File: src/rtl/hazard_stall_ctrl_if.sv
// Pipeline-side signal bundle for hazard_stall_ctrl: ID/EX hazard inputs in, stall and flush controls out.
interface hazard_stall_ctrl_if #(
  parameter int REG_AW = 3
);
  logic [REG_AW-1:0] id_rs1;
  logic [REG_AW-1:0] id_rs2;
  logic              id_use_rs1;
  logic              id_use_rs2;
  logic              ex_mem_read;
  logic [REG_AW-1:0] ex_rd;
  logic              branch_taken;
  logic              mem_busy;
  logic              st;
  logic              pc_we;
  logic              ifid_we;
  logic              idex_we;
  logic              ifid_flush;

  // There is no valid/ready pair here. mem_busy is the memory's not-ready, and
  // pc_we/ifid_we/idex_we are the per-stage ready. All of them respond in the
  // same cycle as the inputs, with no registered handshake state.
  modport master (
    output id_rs1, id_rs2, id_use_rs1, id_use_rs2, ex_mem_read, ex_rd,
           branch_taken, mem_busy,
    input  st, pc_we, ifid_we, idex_we, ifid_flush
  );

  modport slave (
    input  id_rs1, id_rs2, id_use_rs1, id_use_rs2, ex_mem_read, ex_rd,
           branch_taken, mem_busy,
    output st, pc_we, ifid_we, idex_we, ifid_flush
  );
endinterface

File: src/rtl/hazard_stall_ctrl.sv
// Hazard/stall sequencer for the 8-bit RISC pipeline: load-use bubbles, taken-branch flush, memory freeze.
// Optional stall performance counter enabled by defining STALL_PERF_EN.
module hazard_stall_ctrl #(
  parameter int REG_AW       = 3,
  parameter int LOAD_BUBBLES = 1
`ifdef STALL_PERF_EN
  , parameter int CNT_W      = 16
`endif
) (
  input  logic               clk,
  input  logic               rst_n,
  hazard_stall_ctrl_if.slave bus,
  output logic [1:0]         dbg_state
`ifdef STALL_PERF_EN
  , input  logic             perf_clr
  , output logic [CNT_W-1:0] perf_stall_cnt
`endif
);

  localparam logic [3:0] BCNT_INIT = 4'(LOAD_BUBBLES - 1);

  typedef enum logic [1:0] {
    RUN    = 2'd0,
    BUBBLE = 2'd1,
    FREEZE = 2'd2
  } state_t;

  state_t            state;
  state_t            state_nxt;
  logic [3:0]        bcnt;
  logic [3:0]        bcnt_nxt;
  logic [REG_AW-1:0] id_rs1;
  logic [REG_AW-1:0] id_rs2;
  logic [REG_AW-1:0] ex_rd;
  logic              load_use;
  logic              st;
  logic              pc_we;
  logic              ifid_we;
  logic              idex_we;
  logic              ifid_flush;

  assign id_rs1 = bus.id_rs1;
  assign id_rs2 = bus.id_rs2;
  assign ex_rd  = bus.ex_rd;

  // Register 0 is compared like any other; this core has no hardwired zero.
  assign load_use = bus.ex_mem_read &
                    ((bus.id_use_rs1 & (ex_rd == id_rs1)) |
                     (bus.id_use_rs2 & (ex_rd == id_rs2)));

  always_ff @(posedge clk) begin
    if (!rst_n) begin
      state <= RUN;
      bcnt  <= '0;
    end else begin
      state <= state_nxt;
      bcnt  <= bcnt_nxt;
    end
  end

  always_comb begin
    state_nxt  = state;
    bcnt_nxt   = bcnt;
    st         = 1'b0;
    pc_we      = 1'b1;
    ifid_we    = 1'b1;
    idex_we    = 1'b1;
    ifid_flush = 1'b0;
    if (!rst_n) begin
      st        = 1'b1;
      pc_we     = 1'b0;
      ifid_we   = 1'b0;
      idex_we   = 1'b0;
      state_nxt = RUN;
      bcnt_nxt  = '0;
    end else if (state == BUBBLE) begin
      // EX already holds a bubble here, so branch_taken cannot be live.
      if (bus.mem_busy) begin
        pc_we   = 1'b0;
        ifid_we = 1'b0;
        idex_we = 1'b0;
      end else begin
        st       = 1'b1;
        pc_we    = 1'b0;
        ifid_we  = 1'b0;
        bcnt_nxt = bcnt - 4'd1;
        if (bcnt <= 4'd1) begin
          state_nxt = RUN;
          bcnt_nxt  = '0;
        end
      end
    end else if (bus.mem_busy) begin
      pc_we     = 1'b0;
      ifid_we   = 1'b0;
      idex_we   = 1'b0;
      state_nxt = FREEZE;
    end else if (bus.branch_taken) begin
      // The ID instruction is wrong-path, so its load-use hazard does not matter.
      st         = 1'b1;
      ifid_flush = 1'b1;
      state_nxt  = RUN;
    end else if (load_use) begin
      st      = 1'b1;
      pc_we   = 1'b0;
      ifid_we = 1'b0;
      if (LOAD_BUBBLES == 1) begin
        state_nxt = RUN;
      end else begin
        state_nxt = BUBBLE;
        bcnt_nxt  = BCNT_INIT;
      end
    end else begin
      state_nxt = RUN;
    end
  end

  assign bus.st         = st;
  assign bus.pc_we      = pc_we;
  assign bus.ifid_we    = ifid_we;
  assign bus.idex_we    = idex_we;
  assign bus.ifid_flush = ifid_flush;
  assign dbg_state      = state;

`ifdef STALL_PERF_EN
  always_ff @(posedge clk) begin
    if (!rst_n || perf_clr) begin
      perf_stall_cnt <= '0;
    end else if (!pc_we && (perf_stall_cnt != {CNT_W{1'b1}})) begin
      perf_stall_cnt <= perf_stall_cnt + CNT_W'(1);
    end
  end
`endif

endmodule
File: src/flat_wrapper.sv
// flat-port wrapper written by rule: the top's interface ports become plain ports
module hazard_stall_ctrl_flat 
#(
  parameter int REG_AW       = 3,
  parameter int LOAD_BUBBLES = 1

)
  (clk, rst_n, dbg_state, bus_id_rs1, bus_id_rs2, bus_id_use_rs1, bus_id_use_rs2, bus_ex_mem_read, bus_ex_rd, bus_branch_taken, bus_mem_busy, bus_st, bus_pc_we, bus_ifid_we, bus_idex_we, bus_ifid_flush);
  hazard_stall_ctrl_if #(.REG_AW(REG_AW)) bus_i ();
  input  logic clk;
  input  logic rst_n;
  output logic [1:0] dbg_state;
  input wire logic [$bits(bus_i.id_rs1)-1:0] bus_id_rs1;
  input wire logic [$bits(bus_i.id_rs2)-1:0] bus_id_rs2;
  input wire logic [$bits(bus_i.id_use_rs1)-1:0] bus_id_use_rs1;
  input wire logic [$bits(bus_i.id_use_rs2)-1:0] bus_id_use_rs2;
  input wire logic [$bits(bus_i.ex_mem_read)-1:0] bus_ex_mem_read;
  input wire logic [$bits(bus_i.ex_rd)-1:0] bus_ex_rd;
  input wire logic [$bits(bus_i.branch_taken)-1:0] bus_branch_taken;
  input wire logic [$bits(bus_i.mem_busy)-1:0] bus_mem_busy;
  output wire logic [$bits(bus_i.st)-1:0] bus_st;
  output wire logic [$bits(bus_i.pc_we)-1:0] bus_pc_we;
  output wire logic [$bits(bus_i.ifid_we)-1:0] bus_ifid_we;
  output wire logic [$bits(bus_i.idex_we)-1:0] bus_idex_we;
  output wire logic [$bits(bus_i.ifid_flush)-1:0] bus_ifid_flush;
  assign bus_i.id_rs1 = bus_id_rs1;
  assign bus_i.id_rs2 = bus_id_rs2;
  assign bus_i.id_use_rs1 = bus_id_use_rs1;
  assign bus_i.id_use_rs2 = bus_id_use_rs2;
  assign bus_i.ex_mem_read = bus_ex_mem_read;
  assign bus_i.ex_rd = bus_ex_rd;
  assign bus_i.branch_taken = bus_branch_taken;
  assign bus_i.mem_busy = bus_mem_busy;
  assign bus_st = bus_i.st;
  assign bus_pc_we = bus_i.pc_we;
  assign bus_ifid_we = bus_i.ifid_we;
  assign bus_idex_we = bus_i.idex_we;
  assign bus_ifid_flush = bus_i.ifid_flush;
  hazard_stall_ctrl #(.REG_AW(REG_AW), .LOAD_BUBBLES(LOAD_BUBBLES)) u_core (.clk(clk), .rst_n(rst_n), .bus(bus_i), .dbg_state(dbg_state));
endmodule
File: config.mk
export PLATFORM = sky130hd
export DESIGN_NAME = hazard_stall_ctrl_flat
export DESIGN_NICKNAME = d
export VERILOG_FILES = /design/src/rtl/hazard_stall_ctrl_if.sv /design/src/rtl/hazard_stall_ctrl.sv /design/src/flat_wrapper.sv
export SDC_FILE = /design/constraint.sdc
export NUM_CORES = 1
export LEC_CHECK = 0
export BUFFER_PORTS_ARGS = -buffer_cell sky130_fd_sc_hd__buf_2
export CAP_MARGIN = 20
export CELL_PAD_IN_SITES_DETAIL_PLACEMENT = 0
export CELL_PAD_IN_SITES_GLOBAL_PLACEMENT = 1
export CORE_AREA = 2 2 39 41
export DETAILED_ROUTE_END_ITERATION = 16
export DIE_AREA = 0 0 41 43
export PLACE_DENSITY = 0.61
export RECOVER_POWER = 50
export SYNTH_ARGS = -nofsm -noshare
export SYNTH_HDL_FRONTEND = slang
export SYNTH_SLANG_ARGS = --single-unit
File: constraint.sdc
create_clock -name clk -period 0.9 [get_ports clk]
set_input_delay 0.18 -clock clk [delete_from_list [all_inputs] [get_ports clk]]
set_output_delay 0.18 -clock clk [all_outputs]
set_load 0.05 [all_outputs]
==> impl_metrics.py, run 1 <==
metrics = {
    "outcome": {
        "status": "complete, but fails checks",
        "failed_checks": "setup timing",
    },
    "worst_setup_path": {
        "worst-setup-path-type": "input pin to primary output",
        "crit_required_ns": 0.72,
        "slowest_delay_ns": 0.24,
        "crit_path_max_fanout": 2,
        "worst-path-buf-inv": 2,
        "crit_family": "buffers and inverters",
        "crit_chain": "buf_2 > xnor2_2 > nand4_1 > nand2_2 > a31o_4 > buf_8",
        "worstPathArrival_ns": 0.99,
        "cp-start-kind": "input pin",
        "slowest_stage": "a31o_4",
        "endpoint_kind": "primary output",
    },
    "pwr": {
        "switching_share": 0.426,
        "pwr-share-comb": 0.845,
        "p_leak_uw": 0.000228,
        "ir_drop_v": 0.000149,
        "p_total_uw": 310,
        "power_switching_uw": 132,
        "seq_power_share": 0.155,
        "clkPwrFrac": 0,
        "power_density_mw_per_mm2": 684,
        "power.internal_uw": 178,
    },
    "floorplan": {
        "start_util": 0.110,
        "coreArea_mm2": 0.00138,
        "die_w_um": 41,
        "die_h_um": 43,
        "rows": 14,
        "ios": 23,
        "die-area_mm2": 0.00176,
    },
    "timing": {
        "setup-tns-final_ns": -0.773,
        "post-route-min-period_ns": 1.17,
        "clock.fmax_mhz": 858,
        "setup_ws_ns": -0.265,
        "hold_viol_final": 0,
        "finalSetupViolations": 3,
        "rsz0062_at_grt": "true",
        "period_share": 1.29,
        "maxSlewViolCount": 0,
    },
    "cells_and_area": {
        "finalInstanceArea_um2": 453,
        "fill_cells": 146,
        "stdcell_count": 60,
        "fin_nets": 62,
        "antenna_cells": 0,
        "drive_gt1_frac": 0.795,
        "syn2layout_area_growth_pct": 197,
        "largest_reg_flops": 1,
    },
    "synth": {
        "synth_top_area_frac": 0.344,
        "yosys-top-cells-count": "xnor2_1 (6), inv_1 (3), buf_4 (2), nand2_1 (2), nand4_1 (2)",
        "synth_fp_nets": 38,
        "syn-mean-instance-area_um2": 6.94,
        "synth_ff_type": "dfxtp_1",
        "yosysWarnings": 0,
        "synth_top_family_by_area": "XOR/XNOR gates",
        "yosysSeqAreaShare": 0.131,
        "synth_seq_cells": 1,
        "synthSimpleGateAreaFrac": 0.197,
        "synth_edf_count": 0,
        "yosysMostFrequentCell": "xnor2_1",
        "synth_compound_area_frac": 0.131,
        "synth-xor-area-share": 0.344,
        "synth.distinct_cells": 12,
        "synth-adder-area-share": 0,
        "synthArstFlopShare": 0,
        "syn_area_um2": 153,
        "synth_mux_area_frac": 0,
        "yosys-top-cells-area": "xnor2_1 (34%), dfxtp_1 (13%), buf_4 (9.8%)",
        "synth_top_area_cell": "xnor2_1",
        "synthesis.instances": 22,
    },
    "global_routing": {
        "grt_max_degree": 4,
        "grt_usage": 0.0581,
        "grt_pass1_vias": 217,
        "grt_pass1_wl_um": 772,
        "grt_overflow": 0,
        "grt_antenna_before_repair": 0,
    },
    "routing": {
        "post_drt_via_cell_ratio": 3.83,
        "routed.top_layer": "met3",
        "firstDrtPassIters": 1,
        "vias": 230,
        "routedLengthMet1_um": 147,
        "drtIter0Drc": 0,
        "drt-wirelength-per-cell_um": 8.40,
        "final_antenna_net_count": 0,
        "drcViolationCount": 0,
        "drt_wl_total_um": 504,
        "wl_met2_um": 267,
        "wl_met3_um": 89,
    },
    "place": {
        "gp_congestion": 0.563,
        "dpl-instance-area_um2": 310,
        "io_buffers": 21,
        "dp_cells": 60,
    },
    "clock_tree": {
        "clk_pin_slew_ns": 0,
        "cts_setup_buffers": 0,
        "cts_hold_buf": 0,
    },
    "run": {
        "cap_violations": 0,
    },
    "hold_path": {
        "hold_class": "input pin to flip-flop",
    },
}
through the flow:
step / setup slack [ns] / hold WS [ns] / utilization
6_report: -0.265 / 0.430 / 0.327
2_1_floorplan: -0.327 / 0.302 / -
4_1_cts: -0.261 / 0.419 / 0.311
5_1_grt: -0.327 / 0.463 / 0.327
3_5_place_dp: -0.386 / 0.419 / 0.224
3_3_place_gp: -0.384 / 0.418 / 0.224
area by class of cell:
class / count / area [µm²] / area share
multi-input combinational: 16 / 193 / 0.425
timing repair buffer: 24 / 209 / 0.461
tap: 16 / 20.0 / 0.0442
inverter: 3 / 11.3 / 0.0249
sequential: 1 / 20.0 / 0.0442
repair_timing:
action	in CTS	in global routing
endpoints found under the setup margin	5	5
pin swaps	9	3
gates cloned	0	0
gates resized for setup	26	5
power by group through the flow:
stage	sequential [µW]	clock, µW	combinational [µW]
2_1_floorplan	56.7	0	118
3_3_place_gp	48.1	0	186
3_5_place_dp	48.0	0	186
4_1_cts	48.1	0	250
5_1_grt	48.7	0	280
6_report	48.0	0	262
logic make-up (layout without fill, tap and decap cells):
family                    count (synthesis)  count (layout)
AOI/OAI and AO/OA                         3               3
xor gates and xnor gates                  6               6
buffers and inverters                     5              27
DFF                                       1               1
other                                     1               1
and+or+nand+nor                           6               6
cells in the final DEF (no fill, tap or decap):
cell and count:
buf_6 10, o21ai_0 1, nand4_1 2, buf_4 3, xnor2_2 6, a31oi_4 1, conb_1 1, buf_2 8
buf_8 2, and2_1 1, nand2_2 1, nor2_4 1, inv_2 1, inv_1 2, dfxtp_1 1, clkbuf_1 1
a31o_4 1, nand2_4 1
final timing paths:
path / end / slack, ns / startpoint / cells after the start
min: u_core.dbg_state[1]$_SDFF_PN0_ / 0.43 / bus_mem_busy / 2
max: bus_st / -0.27 / bus_id_rs1[1] / 6
per-layer routing:
metal  up-vias  global-route usage
li1        112                   -
met1        98              0.0637
met2        20               0.116
met3         0             0.00524
met4         0                   0
met5         -                   0
Power figures use the tool's default switching activity.
==> run 2, diff against run 1 <==
- PLACE_DENSITY: 0.61 -> 0.58
- clock period: 0.9 -> 1.4 ns (I/O delays scaled with it)
==> impl_metrics.py, run 2 (same netlist as run 1, synthesis figures left out) <==
metrics = {
    "outcome": {
        "status": "completed",
    },
    "global_routing": {
        "grt_max_degree": 4,
        "grt_antenna_before_repair": 0,
        "grt_pass1_wl_um": 648,
        "grt_overflow": 0,
        "grt_pass1_vias": 179,
        "grt_usage": 0.0480,
    },
    "routing": {
        "drt_wl_total_um": 410,
        "vias": 209,
        "post_drt_via_cell_ratio": 3.67,
        "drcViolationCount": 0,
        "final_antenna_net_count": 0,
        "firstDrtPassIters": 1,
        "drt-wirelength-per-cell_um": 7.19,
        "drtIter0Drc": 0,
    },
    "worst_setup_path": {
        "worst-path-buf-inv": 2,
        "crit_family": "buffers and inverters",
        "endpoint_kind": "primary output",
        "critPathCapture": "bus_st",
        "crit_required_ns": 1.12,
        "slowest_stage": "a31o_1",
        "path_depth": 6,
        "worst-setup-path-type": "input pin to primary output",
        "worstPathArrival_ns": 1.07,
        "crit_path_max_fanout": 2,
        "slowest_delay_ns": 0.17,
        "startpoint": "bus_id_rs2[2]",
        "crit_chain": "buf_2 > xnor2_2 > nand4_1 > nand2_2 > a31o_1 > buf_6",
        "cp-start-kind": "input pin",
    },
    "place": {
        "dpl_worst_slack_ns": -0.0984,
        "io_buffers": 21,
        "dpl-instance-area_um2": 280,
        "gp_congestion": 0.576,
    },
    "timing": {
        "setup_ws_ns": 0.0459,
        "rsz0062_at_grt": "true",
        "hold_viol_final": 0,
        "finalSetupViolations": 0,
        "clock.fmax_mhz": 739,
        "maxSlewViolCount": 0,
        "tightest_slew_ns": 0.587,
        "post-route-min-period_ns": 1.35,
        "period_share": 0.967,
        "slew_headroom": 0.610,
    },
    "floorplan": {
        "die_h_um": 43,
        "die_w_um": 41,
        "rows": 14,
        "die-area_mm2": 0.00176,
        "start_util": 0.110,
        "ios": 23,
        "coreArea_mm2": 0.00138,
    },
    "clock_tree": {
        "cts_hold_buf": 0,
        "clk_pin_slew_ns": 0,
    },
    "cells_and_area": {
        "finalInstanceArea_um2": 349,
        "largest_reg_flops": 1,
        "fill_cells": 156,
        "syn2layout_area_growth_pct": 129,
        "antenna_cells": 0,
        "layout_common_cells": "buf_2 (13), xnor2_2 (5), inv_1 (3), buf_6 (3)",
        "final_common_cell": "buf_2",
        "fin_nets": 59,
        "drive_gt1_frac": 0.634,
    },
    "hold_path": {
        "hold_class": "input pin to flip-flop",
        "whs_path_depth": 2,
    },
    "run": {
        "cap_violations": 0,
    },
    "pwr": {
        "ir_drop_v": 0.0000985,
        "power_density_mw_per_mm2": 473,
        "p_leak_uw": 0.000183,
    },
}
==> run 2: worst min path at each step <==
stage | from | end
2_1_floorplan | bus_mem_busy | u_core.dbg_state[1]$_SDFF_PN0_
3_3_place_gp | bus_mem_busy | u_core.dbg_state[1]$_SDFF_PN0_
3_5_place_dp | bus_mem_busy | u_core.dbg_state[1]$_SDFF_PN0_
4_1_cts | bus_mem_busy | u_core.dbg_state[1]$_SDFF_PN0_
5_1_grt | bus_mem_busy | u_core.dbg_state[1]$_SDFF_PN0_
6_report | bus_mem_busy | u_core.dbg_state[1]$_SDFF_PN0_
==> run 2: layout make-up <==
type | count | area, µm² | area share
flip-flops and latches | 1 | 20.0 | 0.0573
multi-input cells | 16 | 161 | 0.462
inverters | 3 | 11.3 | 0.0323
well taps | 16 | 20.0 | 0.0573
repair buffers | 21 | 136 | 0.391
==> run 2: metal layers <==
| layer | GRT usage | vias to the layer above | wire length, µm |
|---|---|---|---|
| met5 | 0 | - | 0 |
| met4 | 0 | 0 | 0 |
| met3 | 0.00524 | 0 | 72 |
| met2 | 0.0875 | 15 | 198 |
| met1 | 0.0605 | 86 | 140 |
| li1 | - | 108 | - |
==> run 2: power by group <==
group          switching (µW)  internal [µW]
clock network               0              0
registers               0.319           30.6
logic                    75.2           58.9
total                    75.5           89.5
==> run 2: metrics by stage <==
stage | hold slack (ns) | setup TNS, ns | power, µW | std cells | utilization
floorplan | 0.402 | -0.0269 | 109 | 22 | -
global route | 0.529 | -0.0145 | 176 | 57 | 0.252
finish | 0.509 | 0 | 165 | 57 | 0.252
global placement | 0.515 | -0.103 | 142 | 57 | 0.203
detailed placement | 0.515 | -0.118 | 142 | 57 | 0.203
CTS | 0.515 | 0 | 150 | 57 | 0.216
==> run 2: repair_timing <==
| item | CTS | global route |
|---|---|---|
| hold endpoints to repair | 0 | 0 |
| gates resized for setup | 5 | 10 |
| setup buffers | 0 | 0 |
| endpoints found under the setup margin | 3 | 3 |
| pin swaps | 2 | 9 |
